**config.mk**
```make
export PLATFORM = sky130hd
export DESIGN_NAME = sdram_frame_arbiter
export DESIGN_NICKNAME = d
export VERILOG_FILES = /design/src/rtl/sdram_arb_pkg.sv /design/src/rtl/sdram_frame_addr_gen.sv /design/src/rtl/sdram_frame_arbiter.sv
export SDC_FILE = /design/constraint.sdc
export NUM_CORES = 1
export LEC_CHECK = 0
export BUFFER_PORTS_ARGS = -buffer_cell sky130_fd_sc_hd__buf_2
export CORE_MARGIN = 4
export CORE_UTILIZATION = 30
export CTS_BUF_LIST = sky130_fd_sc_hd__clkbuf_8
export DETAILED_ROUTE_END_ITERATION = 8
export GPL_TIMING_DRIVEN = 0
export HOLD_SLACK_MARGIN = 0.03
export PLACE_DENSITY = 0.6
export SLEW_MARGIN = 5
export SYNTH_ARGS = -nofsm -noshare
export SYNTH_HDL_FRONTEND = slang
export SYNTH_HIERARCHICAL = 1
export SYNTH_SLANG_ARGS = --single-unit
```
**constraint.sdc**
```tcl
create_clock -name clk -period 4.6 [get_ports clk]
set_input_delay 0.46 -clock clk [delete_from_list [all_inputs] [get_ports clk]]
set_output_delay 0.46 -clock clk [all_outputs]
set_load 0.1 [all_outputs]
```
**src/rtl/sdram_arb_pkg.sv**
```systemverilog
// Shared encodings for the SDRAM frame arbiter: FSM states, request
// direction, one-hot grant codes and the controller bus widths.
package sdram_arb_pkg;

    localparam int ADDR_W = 15;  // {row[12:0], bank[1:0]}
    localparam int DATA_W = 16;

    typedef enum logic [1:0] {
        ST_IDLE  = 2'd0,
        ST_ISSUE = 2'd1,
        ST_XFER  = 2'd2
    } state_t;

    localparam logic RW_READ  = 1'b1;
    localparam logic RW_WRITE = 1'b0;

    localparam logic [1:0] GRANT_WR = 2'b01;
    localparam logic [1:0] GRANT_RD = 2'b10;

endpackage

```
**src/rtl/sdram_frame_addr_gen.sv**
```systemverilog
// Per-port burst address generator. Keeps the burst index within the frame
// buffer, restarts at burst 0 after a frame-start pulse, and adds the base.
module sdram_frame_addr_gen
    import sdram_arb_pkg::*;
#(
    parameter int                 FRAME_BURSTS = 600,
    parameter logic [ADDR_W-1:0]  FRAME_BASE   = '0
) (
    input  logic              clk,
    input  logic              rst_n,
    input  logic              frame_start,  // sets the pending restart
    input  logic              issue,        // a burst for this port is being issued
    input  logic              done,         // that burst has finished
    output logic [ADDR_W-1:0] addr
);

    localparam int IDX_W = (FRAME_BURSTS > 1) ? $clog2(FRAME_BURSTS) : 1;

    logic [IDX_W-1:0] idx;
    logic [IDX_W-1:0] idx_eff;
    logic             pending;

    // A pending frame start overrides the running index for the next issue.
    assign idx_eff = pending ? '0 : idx;
    assign addr    = FRAME_BASE + ADDR_W'(idx_eff);

    // Index advance with wrap, and frame-start bookkeeping.
    // NOTE: state uses non-blocking assignments so every flop samples pre-edge values.
    always_ff @(posedge clk or negedge rst_n) begin
        if (!rst_n) begin
            idx     <= '0;
            pending <= 1'b0;
        end else begin
            if (done) begin
                idx <= (idx == IDX_W'(FRAME_BURSTS - 1)) ? '0 : idx + 1'b1;
            end else if (issue && pending) begin
                idx <= '0;
            end

            // A pulse arriving in the same cycle as an issue stays pending
            // for the following burst.
            if (frame_start) begin
                pending <= 1'b1;
            end else if (issue) begin
                pending <= 1'b0;
            end
        end
    end

endmodule

```
**src/rtl/sdram_frame_arbiter.sv**
```systemverilog
// Shares one full-page SDRAM controller between the camera write FIFO and
// the display read FIFO, one fixed-length burst at a time, round-robin when
// both sides are ready.
module sdram_frame_arbiter
    import sdram_arb_pkg::*;
#(
    parameter int                BURST_LEN    = 512,
    parameter int                FRAME_BURSTS = 600,
    parameter logic [ADDR_W-1:0] FRAME_BASE   = '0,
    parameter int                LVL_W        = 11
) (
    input  logic              clk,
    input  logic              rst_n,
    input  logic              enable,
    input  logic              wr_frame_start,
    input  logic              rd_frame_start,
    input  logic [LVL_W-1:0]  wr_fifo_level,
    input  logic [DATA_W-1:0] wr_fifo_data,
    output logic              wr_fifo_rd_en,
    input  logic [LVL_W-1:0]  rd_fifo_space,
    output logic [DATA_W-1:0] rd_fifo_data,
    output logic              rd_fifo_wr_en,
    input  logic              ctrl_ready,
    output logic              ctrl_rw_en,
    output logic              ctrl_rw,
    output logic [ADDR_W-1:0] ctrl_addr,
    output logic [DATA_W-1:0] ctrl_wdata,
    input  logic              ctrl_wdata_req,
    input  logic [DATA_W-1:0] ctrl_rdata,
    input  logic              ctrl_rdata_valid,
    output logic [1:0]        grant,
    output logic              xfer_err
);

    localparam int BEAT_W = 10;

    state_t            state, state_d;
    logic              rw_en_d, rw_d, err_d;
    logic [ADDR_W-1:0] addr_d;
    logic [1:0]        grant_d;
    logic [BEAT_W-1:0] beat_cnt, beat_d;
    logic              last_grant_rd, last_rd_d;

    logic              wr_elig, rd_elig, pick_rd;
    logic              wr_issue, rd_issue, wr_done, rd_done;
    logic              xfer_wr, xfer_rd, beat_strobe;
    logic [ADDR_W-1:0] wr_addr, rd_addr;

    sdram_frame_addr_gen #(
        .FRAME_BURSTS (FRAME_BURSTS),
        .FRAME_BASE   (FRAME_BASE)
    ) u_wr_addr (
        .clk         (clk),
        .rst_n       (rst_n),
        .frame_start (wr_frame_start),
        .issue       (wr_issue),
        .done        (wr_done),
        .addr        (wr_addr)
    );

    sdram_frame_addr_gen #(
        .FRAME_BURSTS (FRAME_BURSTS),
        .FRAME_BASE   (FRAME_BASE)
    ) u_rd_addr (
        .clk         (clk),
        .rst_n       (rst_n),
        .frame_start (rd_frame_start),
        .issue       (rd_issue),
        .done        (rd_done),
        .addr        (rd_addr)
    );

    assign wr_elig = (wr_fifo_level >= LVL_W'(BURST_LEN));
    assign rd_elig = (rd_fifo_space >= LVL_W'(BURST_LEN));
    // Read wins when it is the only candidate or when write went last.
    assign pick_rd = rd_elig && (!wr_elig || !last_grant_rd);

    // Data steering is combinational and gated to the current owner only.
    assign xfer_wr       = (state == ST_XFER) && (grant == GRANT_WR);
    assign xfer_rd       = (state == ST_XFER) && (grant == GRANT_RD);
    assign wr_fifo_rd_en = xfer_wr && ctrl_wdata_req;
    assign ctrl_wdata    = xfer_wr ? wr_fifo_data : '0;
    assign rd_fifo_wr_en = xfer_rd && ctrl_rdata_valid;
    assign rd_fifo_data  = xfer_rd ? ctrl_rdata : '0;
    assign beat_strobe   = wr_fifo_rd_en || rd_fifo_wr_en;

    // Next-state and next-output decode for the burst sequencer.
    // NOTE: every signal gets a default first so no path leaves it unassigned (no latches).
    always_comb begin
        state_d   = state;
        rw_en_d   = ctrl_rw_en;
        rw_d      = ctrl_rw;
        addr_d    = ctrl_addr;
        grant_d   = grant;
        beat_d    = beat_cnt;
        last_rd_d = last_grant_rd;
        err_d     = xfer_err;
        wr_issue  = 1'b0;
        rd_issue  = 1'b0;
        wr_done   = 1'b0;
        rd_done   = 1'b0;

        case (state)
            ST_IDLE: begin
                if (enable && ctrl_ready && (wr_elig || rd_elig)) begin
                    state_d  = ST_ISSUE;
                    rw_en_d  = 1'b1;
                    rw_d     = pick_rd ? RW_READ : RW_WRITE;
                    addr_d   = pick_rd ? rd_addr : wr_addr;
                    grant_d  = pick_rd ? GRANT_RD : GRANT_WR;
                    rd_issue = pick_rd;
                    wr_issue = !pick_rd;
                end
            end

            ST_ISSUE: begin
                // Request stays on the bus until the controller is free.
                if (ctrl_ready) begin
                    rw_en_d = 1'b0;
                    beat_d  = '0;
                    state_d = ST_XFER;
                end
            end

            ST_XFER: begin
                beat_d = beat_cnt + BEAT_W'(beat_strobe);
                if (ctrl_ready) begin
                    if (beat_d != BEAT_W'(BURST_LEN)) begin
                        err_d = 1'b1;
                    end
                    if (grant == GRANT_RD) begin
                        rd_done   = 1'b1;
                        last_rd_d = 1'b1;
                    end else begin
                        wr_done   = 1'b1;
                        last_rd_d = 1'b0;
                    end
                    grant_d = '0;
                    state_d = ST_IDLE;
                end
            end

            default: state_d = ST_IDLE;
        endcase
    end

    // State and registered controller-side outputs.
    always_ff @(posedge clk or negedge rst_n) begin
        if (!rst_n) begin
            state         <= ST_IDLE;
            ctrl_rw_en    <= 1'b0;
            ctrl_rw       <= 1'b0;
            ctrl_addr     <= '0;
            grant         <= '0;
            beat_cnt      <= '0;
            last_grant_rd <= 1'b1;
            xfer_err      <= 1'b0;
        end else begin
            state         <= state_d;
            ctrl_rw_en    <= rw_en_d;
            ctrl_rw       <= rw_d;
            ctrl_addr     <= addr_d;
            grant         <= grant_d;
            beat_cnt      <= beat_d;
            last_grant_rd <= last_rd_d;
            xfer_err      <= err_d;
        end
    end

endmodule

```
Yosys cells after proc, flatten, opt, wreduce, memory -nomap -nowiden
Cells that the tools add are included.
W data, S select, Z words.
{"block": "word_totals", "register_bits": 55, "latchBits": 0, "mem_bits_rw": 0, "rom_bits": 0, "in_bits": 62, "out_inout_bits": 54, "wordCells": 95, "n_memories": 0}
{"block": "op_classes", "n_addsub": 3, "mul": 0, "n_div": 0, "magnitude_cmp": 2, "n_eq_ne": 10, "n_shift": 0, "muxes": 38, "n_bitwise": 0, "reduce_logical": 30}
{"op": "$mux W10", "count": 10}
{"op": "$mux W16", "count": 2}
{"op": "$ge A11 B10 Y1 const B", "count": 2}
{"op": "$add A10 B1 Y10 const B", "count": 2}
{"op": "$eq A10 B10 Y1 const B", "count": 2}
{"op": "$pmux W10 S2", "count": 1}
{"op": "$mux W1", "count": 17}
{"op": "$reduce_bool A2 Y1", "count": 7}
{"op": "$reduce_and A3 Y1", "count": 4}
{"op": "$add A10 B1 Y10", "count": 1}
{"op": "$mux W2", "count": 5}
{"op": "$ne A10 B10 Y1 const B", "count": 1}
{"op": "$logic_and A1 B1 Y1", "count": 9}
{"op": "$ne A2 B2 Y1 const B", "count": 3}
{"op": "$pmux W2 S3", "count": 1}
{"op": "$reduce_and A2 Y1", "count": 3}
{"op": "$eq A2 B1 Y1 const B", "count": 2}
{"op": "$eq A2 B2 Y1 const B", "count": 2}
{"op": "$pmux W2 S2", "count": 1}
{"op": "$logic_not A1 Y1", "count": 3}
{"op": "$logic_or A1 B1 Y1", "count": 3}
{"op": "$logic_not A2 Y1", "count": 1}
{"op": "$pmux W1 S2", "count": 1}

Longest topological paths before layout
Gate-level depths: netlist of the first run.
{"block": "logic_depth", "depth_word": 10, "depth_mapped": 12, "depth_no_buf": 11}

Cells and area by module
The synthesis of the first run kept the hierarchy.
{"mod": "sdram_frame_arbiter", "instances": 1, "cells_per_inst": 194, "area_per_inst_um2": 1876.8, "seq_area_each_um2": 827.0}
{"mod": "sdram_frame_addr_gen", "instances": 2, "cells_per_inst": 82, "area_per_inst_um2": 690.7, "seq_area_each_um2": 275.3}

Worst setup path after synthesis of the first run
OpenSTA, ideal clock, no wires.
{"block": "synth_timing", "kind": "reg-to-reg", "start": "register grant[0]", "end": "register xfer_err", "setup_ns": 0.142, "arrival_ns": 3.584, "required_ns": 4.458, "slack_ns": 0.873, "stages_incl_launch_ff": 12, "path_buffers": 0, "synth_period_minus_slack_ns": 3.727, "path_cell_list": "dfrtp_1 -> inv_1 -> nor3_2 -> and2_1 -> or2_1 -> ha_1 -> ha_1 -> nand3_1 -> nor2_2 -> xor2_1 -> nor4_1 -> a41oi_2"}
{"block": "synth_between", "elab_chain_cells": 7, "elab_cells_between_ends": 10, "cone_classes": "add/sub: 1; eq/ne: 3; reduce/logical: 6"}
{"element": "start: declaration", "line_no": "sdram_frame_arbiter.sv:31", "text": "output logic [1:0] grant,"}
{"element": "start signal: assignment", "line_no": "sdram_frame_arbiter.sv:163", "text": "grant <= grant_d;"}
{"element": "$eq A2 B1 Y1", "line_no": "sdram_frame_arbiter.sv:79", "text": "assign xfer_wr = (state == ST_XFER) && (grant == GRANT_WR);"}
{"element": "$logic_and A1 B1 Y1", "line_no": "sdram_frame_arbiter.sv:79"}
{"element": "$logic_and A1 B1 Y1", "line_no": "sdram_frame_arbiter.sv:81", "text": "assign wr_fifo_rd_en = xfer_wr && ctrl_wdata_req;"}
{"element": "net wr_fifo_rd_en", "line_no": "sdram_frame_arbiter.sv:19", "text": "output logic wr_fifo_rd_en,"}
{"element": "$logic_or A1 B1 Y1", "line_no": "sdram_frame_arbiter.sv:85", "text": "assign beat_strobe = wr_fifo_rd_en || rd_fifo_wr_en;"}
{"element": "$add A10 B1 Y10", "line_no": "sdram_frame_arbiter.sv:126", "text": "beat_d = beat_cnt + BEAT_W'(beat_strobe);"}
{"element": "$ne A10 B10 Y1", "line_no": "sdram_frame_arbiter.sv:128", "text": "if (beat_d != BEAT_W'(BURST_LEN)) begin"}
{"element": "$reduce_and A3 Y1 (no source line)"}
{"element": "end signal: assignment", "line_no": "sdram_frame_arbiter.sv:166", "text": "xfer_err <= err_d;"}
{"element": "end: declaration", "line_no": "sdram_frame_arbiter.sv:32", "text": "output logic xfer_err"}
The timed path passes the listed nets, and every way through them passes these cells.
A chain may end at the register's enable or synchronous reset.

Final worst setup path of the first run
{"block": "layout_timing", "start": "register state[0]", "end": "register xfer_err"}
{"block": "layout_between", "elab_chain_cells": 7, "elab_cells_between_ends": 9, "cone_classes": "add/sub: 1; eq/ne: 2; reduce/logical: 6"}
{"element": "start: declaration", "line_no": "sdram_frame_arbiter.sv:37", "text": "state_t state, state_d;"}
{"element": "start signal: assignment", "line_no": "sdram_frame_arbiter.sv:159", "text": "state <= state_d;"}
{"element": "$eq A2 B2 Y1 *", "line_no": "sdram_frame_arbiter.sv:79, sdram_frame_arbiter.sv:80, sdram_frame_arbiter.sv:103"}
{"element": "$logic_and A1 B1 Y1 (on tied branches)", "line_no": "sdram_frame_arbiter.sv:79, sdram_frame_arbiter.sv:80"}
{"element": "$logic_and A1 B1 Y1 (on tied branches)", "line_no": "sdram_frame_arbiter.sv:81, sdram_frame_arbiter.sv:83"}
{"element": "$logic_or A1 B1 Y1", "line_no": "sdram_frame_arbiter.sv:85"}
{"element": "$add A10 B1 Y10", "line_no": "sdram_frame_arbiter.sv:126"}
{"element": "$ne A10 B10 Y1", "line_no": "sdram_frame_arbiter.sv:128"}
{"element": "$reduce_and A3 Y1 (no source line) *"}
Every way passes the cells marked *; elsewhere a longest branch is shown, timed or not.

==> results of run 1 <==
per-stage QoR:
stage	power [uW]	hold WS, ns	worst slack [ns]
CTS	1683	0.3132	1.836
finish	1668	0.1974	1.850
detailed placement	1348	0.4639	1.861
global route	1752	0.2520	1.567
floorplan	1203	0.1644	0.8733
global placement	1340	0.4594	1.889
worst max path at each step:
stage,to,slack [ns],cells past startpoint
CTS,xfer_err,1.84,11
floorplan,xfer_err,0.87,11
global placement,xfer_err,1.89,11
global route,xfer_err,1.57,11
finish,xfer_err,1.85,11
detailed placement,xfer_err,1.86,11
metal layers:
| metal | GRT usage (%) | vias to the layer above | routed length (um) |
|---|---|---|---|
| met5 | 0 | - | 0 |
| met4 | 2.324 | 0 | 56 |
| met3 | 2.642 | 6 | 337 |
| met2 | 22.77 | 58 | 4318 |
| met1 | 17.04 | 1418 | 3670 |
| li1 | - | 1486 | - |
layout by cell type, fill, tap and decap left out, drive strengths merged, types with 3 or more instances in the layout:
master / count
buf: 116
clkbuf: 12
o41ai: 3
a21oi: 14
nand2b: 4
conb: 10
nor3: 10
a31o: 3
or3: 4
nand2: 31
a21o: 7
a22o: 4
xor2: 3
o21ai: 31
nor2b: 18
and2: 36
ha: 4
and3: 4
a222oi: 15
dfrtp: 54
nand3: 12
nor2: 15
nand4: 10
inv: 26
worst max-delay path, delay by kind of cell, from the launching register on:
kind | cells | cell delay (ns)
compound gates | 1 | 0.17
simple gates | 7 | 1.45
xor+xnor | 1 | 0.11
fa+ha+maj | 2 | 0.48
flops | 1 | 0.43
state kept, by name (all words and copies together), names as in the netlist, 2 cells and up:
name           count
grant              2
u_wr_addr/idx     10
ctrl_addr         15
u_rd_addr/idx     10
beat_cnt          10
state              2
layout make-up:
| cell class | count | area share [%] |
|---|---|---|
| sequential | 55 | 33.95 |
| multi-input combinational | 261 | 40.73 |
| clock buffer | 5 | 1.696 |
| inverter | 24 | 2.220 |
| timing repair buffer | 97 | 12.03 |
| tap | 136 | 4.194 |
| buffer | 26 | 4.132 |
| clock inverter | 3 | 1.048 |
report_power, final:
part | internal, uW | leakage, uW | switching (uW)
Sequential | 553 | 0.000731 | 55.2
Clock | 163 | 0.0000599 | 172
Combinational | 155 | 0.00123 | 570
Total | 871 | 0.00203 | 797
cell families after synthesis:
kind of cell	after synthesis
AO/OA/AOI/OAI	91
XOR/XNOR	4
adder cells (fa/ha/maj)	4
buffers and inverters	50
flip-flops	55
multiplexers	2
other	2
AND/OR/NAND/NOR	150
==> results summary, run 1 <==
The flow ran to the end, and the final reports show no timing, DRC or antenna violations. The maximum fanout along the worst path is 8. Including well taps, the total number of placed cells is 599. The synthesized-area fraction occupied by and/or/nand/nor cells came out at about a quarter.

The transition time of the tightest slew-check pin came out at slightly below 0.8 ns. The number of antenna violations at the first check in global routing came to 0. The most frequent cell after synthesis is sky130_fd_sc_hd__dfrtp_1. The core box area came out at 0.01046 mm^2.

The horizontal extent of the die came out at 112.2 um. The mean routed wirelength per cell is between 10 and 15 um. The mapped netlist covers approximately 0.0033 mm^2. The effective utilization at floorplan came out at 31.14%.

sky130_fd_sc_hd__dfrtp_1 takes more of the synthesized area than any other cell. The register area came out at about 0.0014 mm^2. The tool flagged a number of max-cap violations equal to 0. The endpoint identified for the worst register-to-register timing path is xfer_err. The number of enable flip-flop cells after synthesis is 0. The dominant combinational cell family by area after synthesis is simple AND/OR/NAND/NOR gates. The classification of the worst-slack hold path is input pin to asynchronous set/reset pin. The worst register-to-register path has a setup slack of approximately 1.9 ns. Walking the worst path, the cells encountered are nand2b_1, nor3_2, and2_1, or2_1, ha_1, ha_1, nand3_1, nor2_2, xor2_1, nor4_1, a41oi_2.

The post-synthesis mux area share came out at 0.6144%. The startpoint class of the critical path is a register. The number of buffers on the longest clock path is 2. The synthesized netlist devotes between 20% and 30% of its cell area to compound gates. The adder-cell area share of the yosys netlist came out at 1.536%. The share of the clock period used by the worst path came out at around 60%. The detailed router finished its first iteration with roughly 190 violations. The net count of the finished layout came out at around 540. The H-tree was split into 2 levels. The count of mapped cells out of synthesis is about 360.

Among all flip-flop cells after synthesis, the most frequent one is sky130_fd_sc_hd__dfrtp_1. The power per cell area came out at between 400 and 500 mW/mm^2. Data on the critical path is required at its endpoint by 4.79 ns.

The endpoint class of the critical path is a register. The final routed wirelength across all metal layers is about 8.4 mm. The placed instances occupy a cell area of between 0.003 and 0.004 mm^2. The clock skew is around 0.019 ns. The number of library cell types mapped by synthesis came out at 48. The count of endpoints failing hold in the final timing report came out at 0.

The via count is a little under 3k. For this design, the slowest cell found on the critical path is sky130_fd_sc_hd__dfrtp_1. The clock buffer count from CTS came out at 5. The setup fix buffers added after clock tree synthesis is 0.

The maximum number of pins on one net before global-route repair is 56. The worst supply voltage drop on vdd is about 0.00028 V. The warning count from the yosys run is 6. The wire-length estimate of the detail-placed layout is around 6.3 mm. The maximum operating frequency came out at between 0.3 and 0.4 GHz.

In this run the critical register-to-register path is launched from state[0]. The final non-filler cell area came out at between 0.004 and 0.005 mm^2. The commonest cells after synthesis are sky130_fd_sc_hd__dfrtp_1, sky130_fd_sc_hd__and2_1, sky130_fd_sc_hd__nand2_1. Post-CTS repair changed the size of 0 cells. The synthesized area divided by synthesized cell count came out at 9.101 um^2.

The die area came out at roughly 0.013 mm^2. TritonCTS built the clock tree. The register clock-pin slew on the reported worst setup and hold paths is between 0.1 and 0.15 ns. The worst-case reg-to-reg path depth is 11. The clock period minus final worst setup slack came out at between 2 and 3 ns.

The multi-input combinational cells in the finished layout cover a total of ~0.0017 mm^2. The most prevalent standard cell on the critical path is sky130_fd_sc_hd__ha_1. The number of global-route vias before repair came out at between 2k and 3k. The peak per-stage delay on the critical path is approximately 0.43 ns. Measured against its own limit, the worst slew margin works out to between 40% and 50%. After the flow finishes, the layout carries non-filler instances totaling between 600 and 700. The vias per cell came out at ~4.9. The placer congestion estimate came out at 0.8252. At the worst endpoint, the arrival time is between 2 and 3 ns.

The clock latency on the worst-skew pair is 0.32 ns. approximately 120 I/O pins were placed. The number of buffers added on ports came out at 97.

The share of synthesized area occupied by flip-flops and latches is 42.28%. Setup repair after global routing left no endpoint under its margin. Counting flops and latches in the post-synthesis netlist gives 55. The setup-violating endpoint count in the final report is 0. The count of standard-cell rows came out at 37. The hold buffer count at CTS is 0.

The number of nets still failing antenna checks after routing is 0. In this run the biggest area consumer among cell types represents roughly 41% of the synthesized area. In this run the clock root is driven by a sky130_fd_sc_hd__clkbuf_8.

Ranked by total cell area, the synthesized netlist is headed by sky130_fd_sc_hd__dfrtp_1, sky130_fd_sc_hd__and2_1, sky130_fd_sc_hd__a222oi_1. The static leakage power came out at a little over 0.002 uW. The number of antenna repair diodes came out at 0.

For this run, design rule violations remaining after detail routing come to 0. The post-layout utilization of the core is approximately 39%. The die is roughly 110 um tall. Counting the fill cells in the layout gives 1075. The clock drives 55 sinks. In the final layout, the share of cells above drive strength 1 is roughly 29%. After Yosys synthesis, XOR and XNOR cells account for 1.075% of the synthesized area. The share of synthesized registers carrying an async set or reset is 100.0%. The first global-routing pass estimated ~14 mm of wire. By startpoint and endpoint, the worst setup path is classified as register to register. After routing, the total negative slack on setup checks comes to 0 ns.

The number of iterations in the first detailed-routing pass is 6. The overflow left after global routing is 0. The final-report max-slew violation count is 0. From synthesis to final layout, the design area changed by 24.54%.

The all-layer global routing usage came out at between 10% and 20%. Tracing the worst setup path back leads to its startpoint at state[0].
No activity file was read; power rests on OpenSTA's default activity.
==> run 2, diff against run 1 <==
Clock period 4.6 ns to 2.8 ns, I/O delays scaled along.
==> run 2 against run 1 <==
Effect of this change: critical path depth grew 1; non-clock buffer count did not move; cell area rose by 0.80%; largest cell class unchanged; highest routed layer unchanged.
==> results summary, run 2 (synthesis gave the netlist of run 1 again) <==
The number of buffers on the longest clock path came out at 2. After clock tree synthesis, the clock-pin slew on the worst setup and hold paths is 0.10 ns. Of all nets on the critical path, the largest fanout is 9. The share of the clock period used by the worst path is between 90% and 100%. The worst supply voltage drop on vdd came out at around 0.00066 V.

ctrl_addr holds more flip-flops than any other register. The static leakage power came out at between 0.002 and 0.0025 uW. The worst hold-check slack came out at 0.01531 ns. The maximum operating frequency is ~0.4 GHz. The hold buffer count at CTS is 0. Summing all multi-input logic gate instances after layout gives around 0.0017 mm^2. The via count is roughly 3.0k. The clock period minus final worst setup slack came out at between 2 and 3 ns.

The number of nets still failing antenna checks after routing is 0. The startpoint identified for the worst register-to-register timing path is state[1]. The number of global-route vias before repair is roughly 2.8k. The clock skew is about 0.013 ns.

In this run the critical register-to-register path is captured at xfer_err. The number of inserted filler cells in the final layout is 1061. From synthesis to final layout, the design area changed by 25.54%. The register area is between 0.001 and 0.0015 mm^2. The busiest metal layer after global routing is met2.

The count of standard-cell rows came out at 37. The horizontal extent of the die is around 110 um. In the routed layout, each cell is associated on average with a via count of slightly below 5. The number of antenna violations at the first check in global routing came to 0. The library cell used most frequently in the layout, excluding fill and tap cells, is sky130_fd_sc_hd__buf_2. The most critical setup path has its endpoint at xfer_err.

116 I/O pins were placed. The number of clock sinks came out at 55. In the final design database the tool counted around 540 nets. Global routing used ~22% of the available met2 tracks.

The peak per-stage delay on the critical path is 0.43 ns. The data required time at the worst endpoint came out at roughly 3 ns. The number of instances resized during post-cts repair came out at 0.

The count of endpoints failing hold in the final timing report came out at 0. The floorplan step defined a core boundary enclosing between 0.01 and 0.015 mm^2. Global routing used roughly 2.2% of the available met3 tracks.

The setup-violating endpoint count in the final report is 0. The flow ran to the end, and the final reports show no timing, DRC or antenna violations. The power per cell area is 672.3 mW/mm^2. The setup TNS after final layout is 0 ns. Clock tree synthesis inserted a total of 5 buffers. The number of buffers added on ports came out at slightly below 100.

Setup repair after global routing left no endpoint under its margin. The worst register-to-register path has a depth of 12. The signal on the critical path passes through nor2b_1, and3_1, buf_2, and2_4, or2_1, ha_1, ha_2, nand3_1, nor2_4, xor2_1, nor4_2, a41oi_2. TritonCTS built the clock tree. The final-report max-slew violation count is 0.

The share of final-layout standard cells stronger than drive strength 1 is between 30 and 40%. The class of the most critical setup path is register to register. The met1 layer usage reported by global route is 17.42%. The clock root buffer is sky130_fd_sc_hd__clkbuf_8. In this run the worst hold path is classified as input pin to asynchronous set/reset pin.

The placer congestion estimate came out at approximately 0.85. The all-layer global routing usage came out at ~13%. In the final routed layout, each cell accounts on average for ~14 um. The final worst-path setup slack is between 0.2 and 0.25 ns.

The depth of the CTS H-tree is 2. Max-cap violations in this run came to 0. The overflow left after global routing came out at 0. The worst slack at placement came out at 0.1351 ns. The worst pin sits at a relative slew slack of between 40% and 50%. The first global-routing pass estimated roughly 14 mm of wire. The startpoint class of the critical path is a register. The final non-filler cell area is between 0.004 and 0.005 mm^2.

The half-perimeter wire length of the detailed placement result came out at 6.299 mm. The number of DRC markers after the initial detailed-route iteration came out at between 150 and 200. The final routed wirelength across all metal layers is 8.371 mm. The post-layout utilization of the core came out at 39.09%. The transition time of the tightest slew-check pin came out at between 0.8 and 0.9 ns. The register with the most flip-flops in the layout has 15 of them.

The clock latency on the worst-skew pair is 0.31 ns. In the routed design, unresolved DRC markers number 0. The setup fix buffers added after clock tree synthesis came out at 0. The initial utilization of the core area, before any placement, comes to between 30% and 40%. The number of iterations in the first detailed-routing pass is 5. The maximum number of pins on one net before global-route repair came out at 56.

The die area came out at approximately 0.013 mm^2. The arrival time reported for the critical path endpoint is approximately 2.8 ns. The vertical extent of the die came out at roughly 110 um. Once placement finished, the instance area stood at slightly below 0.004 mm^2. The endpoint class of the critical path is a register.

The cell at the slowest stage of the critical path is sky130_fd_sc_hd__dfrtp_1. The critical path startpoint is state[1]. The library cells used most frequently in the layout, excluding fill and tap cells, are sky130_fd_sc_hd__buf_2, sky130_fd_sc_hd__dfrtp_1, sky130_fd_sc_hd__and2_1. The number of antenna repair diodes came out at 0. The worst reg-to-reg setup slack came out at 0.23 ns.
run 2: cell type report:
type                    instances  share of cell area, %
multi-input cells             261                  41.02
flip-flops and latches         55                  33.86
repair buffers                 97                  11.93
well taps                     136                  4.160
plain buffers                  26                  4.099
inverters                      24                  2.203
clock buffers                   5                  1.682
clock inverters                 3                  1.040
run 2: worst min path at each step:
stage	start	end	slack [ns]	depth (start not counted)
after floorplan	rst_n	beat_cnt[0]	-0.02	0
after global routing	rst_n	ctrl_addr[3]	0.07	1
after global placement	ctrl_rw_en	ctrl_rw_en	0.46	2
after detailed placement	ctrl_rw	ctrl_rw	0.47	1
final	rst_n	ctrl_addr[3]	0.02	1
after CTS	wr_frame_start	u_wr_addr/pending	0.14	2
run 2: per-stage QoR:
step | total power (uW) | std cells
floorplan | 1995 | 366
global placement | 2223 | 599
detailed placement | 2235 | 599
CTS | 2779 | 607
global route | 2898 | 607
finish | 2750 | 607
run 2: routing by layer:
layer | vias to the layer above | wire length, um
met5 | - | 0
met4 | 0 | 74
met3 | 7 | 215
met2 | 38 | 4284
met1 | 1430 | 3796
li1 | 1477 | -
run 2: worst max-delay path: cells and delay by family (launching register included):
kind	cells	cell delay, ns
and+or+nand+nor	7	1.09
adders and majority gates	2	0.46
DFF	1	0.43
buffers and inverters	1	0.16
xor gates and xnor gates	1	0.15
AOI/OAI and AO/OA	1	0.14
run 2: power by group:
| group | total (uW) | leakage [uW] | internal, uW | switching [uW] |
|---|---|---|---|---|
| clock | 536 | 0.0000599 | 267 | 268 |
| combinational | 1200 | 0.00124 | 258 | 940 |
| sequential | 1020 | 0.000728 | 918 | 98.7 |
| total | 2750 | 0.00203 | 1440 | 1310 |
==> run 3, diff against run 2 <==
==> constraint.sdc (replaced) <==
create_clock -name clk -period 2.8 [get_ports clk]
set_input_delay 0.14 -clock clk [delete_from_list [all_inputs] [get_ports clk]]
set_output_delay 0.14 -clock clk [all_outputs]
set_load 0.1 [all_outputs]
==> run 3 against run 2 <==
Effect of this change: largest power group unchanged; highest routed layer unchanged; count of clock-buffer cells in the layout is the same; maximum frequency about the same; cell area rose by 0.49%; clock power about the same; register-to-register slack is essentially flat; critical path depth unchanged; largest cell class unchanged; die area unchanged.
==> results summary, run 3 (synthesis gave the netlist of run 1 again) <==
The flow ran to the end, and the final reports show no timing, DRC or antenna violations. The normalized max-slew margin is ~46%. Input and output buffers added on the ports amount to 97. The depth of the CTS H-tree came out at 2.

The initialized floorplan defines 37 standard-cell rows. The setup TNS after final layout is 0 ns. The vertical extent of the die is approximately 110 um. The effective utilization at floorplan came out at roughly 31%.

The number of top-level design ports came out at 116. The global-route wire length before repair came out at roughly 14 mm. Summed over all nets, the half-perimeter wirelength after detailed placement is 6.299 mm. The count of unresolved DRC violations after routing is 0. Dividing total power by cell area gives a power density of approximately 670 mW/mm^2. The number of clock sinks is 55. The path class of the tightest hold or removal check is input pin to register. In this run the clock root is driven by a sky130_fd_sc_hd__clkbuf_8. The core box area is approximately 0.010 mm^2. The mean routed wirelength per cell came out at ~14 um. The arrival time reported for the critical path endpoint came out at ~2.8 ns. The placer congestion estimate came out at between 0.8 and 0.9.

The number of buffers on the longest clock path came out at 2. Buffers inserted during clock tree synthesis total 5. The worst setup path is launched from a register. TritonCTS built the clock tree. The horizontal extent of the die came out at between 100 and 150 um.

After layout, the worst path uses 91.81% of the clock period. The count of endpoints failing hold in the final timing report came out at 0. Setup violations remaining at the end of the flow were counted as 0. The maximum number of pins on one net before global-route repair is between 50 and 60. The top cell types in the final layout, fill and taps aside, are sky130_fd_sc_hd__buf_2, sky130_fd_sc_hd__dfrtp_1, sky130_fd_sc_hd__and2_1. The maximum operating frequency is 0.3890 GHz. The register with the most flip-flops in the layout has 15 of them.

For this run, the total global-route usage over all layers was measured as between 10% and 20%. The number of max-capacitance violations reported came out at 0. The final-report max-slew violation count is 0. Once detail routing completed, the nets flagged for antenna violations numbered 0.

STA classifies the critical path endpoint as a register. The die area came out at about 0.013 mm^2. The register with the most flip-flops in the final layout is ctrl_addr. The clock latency on the worst-skew pair is 0.31 ns. The routed layout has approximately 3.0k vias. STA puts the critical path data required time at between 2 and 3 ns. For the pin with the worst max-slew slack, the measured transition is slightly above 0.8 ns. The share of final-layout standard cells stronger than drive strength 1 came out at 30.23%. The leading cell type in the layout, fill and taps excluded is sky130_fd_sc_hd__buf_2. The maximum fanout along the worst path is 9. Across the VDD grid, the largest voltage drop is roughly 0.00066 V. Setup repair after global routing left no endpoint under its margin. In the final design database the tool counted about 540 nets. The register clock-pin slew on the reported worst setup and hold paths is 0.10 ns. The number of global-route vias before repair is roughly 2.8k. The class of the most critical setup path is register to register. The number of antenna violations at the first check in global routing was 0. 0 antenna diodes ended up in the layout.

The power after layout came out at roughly 2800 uW. Using the TritonRoute via totals, the vias-per-cell ratio works out to 4.865. The number of DRC markers after the initial detailed-route iteration is 167. The analysis attributes to cell leakage a power of 0.002036 uW. The final routed wirelength across all metal layers is roughly 8.4 mm. The number of iterations in the first detailed-routing pass is 4. The clock period minus final worst setup slack is between 2 and 3 ns. The clock skew is around 0.012 ns.

The area growth from synthesis to layout is 26.15%. The total overflow left after global routing is 0.
## run 3: changes by cell type in the layout (fill, tap and decap cells not counted)
cell	previous run	this run
sky130_fd_sc_hd__dlygate4sd3_1	0	2
## run 3: routing by layer
layer / global-route usage [%] / up-vias / share of wire, %
met5: 0 / - / 0
met4: 3.285 / 0 / 0.89
met3: 2.156 / 7 / 2.6
met2: 21.85 / 42 / 51
met1: 17.46 / 1432 / 45
li1: - / 1482 / -
## run 3: through the flow
step	hold WS (ns)	std cells	util, %	cell area [um^2]	setup WS (ns)
floorplan	-0.1556	366	-	3314	0.01717
global placement	0.3317	599	37.95	3970	0.2115
detailed placement	0.3351	599	37.95	3970	0.1351
CTS	0.03088	608	39.11	4091	0.1129
global route	0.03288	609	39.28	4110	0.03844
finish	0.03870	609	39.28	4110	0.2293
## run 3: critical path, cell delays in order (launching register included)
cell                      delay (ns)
sky130_fd_sc_hd__dfrtp_1        0.43
sky130_fd_sc_hd__nor2b_1        0.16
sky130_fd_sc_hd__and3_1         0.17
sky130_fd_sc_hd__buf_2          0.16
sky130_fd_sc_hd__and2_4         0.14
sky130_fd_sc_hd__or2_1          0.22
sky130_fd_sc_hd__ha_1           0.23
sky130_fd_sc_hd__ha_2           0.23
sky130_fd_sc_hd__nand3_1        0.15
sky130_fd_sc_hd__nor2_4         0.07
sky130_fd_sc_hd__xor2_1         0.15
sky130_fd_sc_hd__nor4_2         0.18
sky130_fd_sc_hd__a41oi_2        0.14
## run 3: final timing paths
check | endpoint | slack, ns | depth (start not counted) | startpoint
max in group asynchronous | grant[1] | 1.85 | 2 | rst_n
worst max-delay path | xfer_err | 0.23 | 12 | state[1]
worst min-delay path | u_rd_addr/pending | 0.04 | 2 | rd_frame_start
worst max register to register | xfer_err | 0.23 | 12 | state[1]
worst min register to register | ctrl_rw_en | 0.50 | 2 | ctrl_rw_en
min in group asynchronous | ctrl_addr[3] | 0.42 | 2 | rst_n
## run 3: what timing repair did
action | in CTS | in global routing
buffers inserted | 0 | 0
setup endpoints to repair | 0 | 1
hold buffers | 1 | 1
endpoints found under the hold margin | 1 | 54
gates resized for setup | 0 | 1
## run 3: layout make-up
cell class | instances | area (um^2)
Tap cell | 136 | 170.2
Clock inverter | 3 | 42.54
Multi-Input combinational cell | 261 | 1678
Fill cell | 1059 | 6352
Sequential cell | 55 | 1385
Buffer | 26 | 167.7
Timing Repair Buffer | 99 | 508.0
Inverter | 24 | 90.09
Clock buffer | 5 | 68.82
## run 3: where the power goes
part           internal, uW  total, uW  switching (uW)
combinational           260       1200             940
sequential              918       1020            98.0
clock                   267        535             268
total                  1440       2750            1310
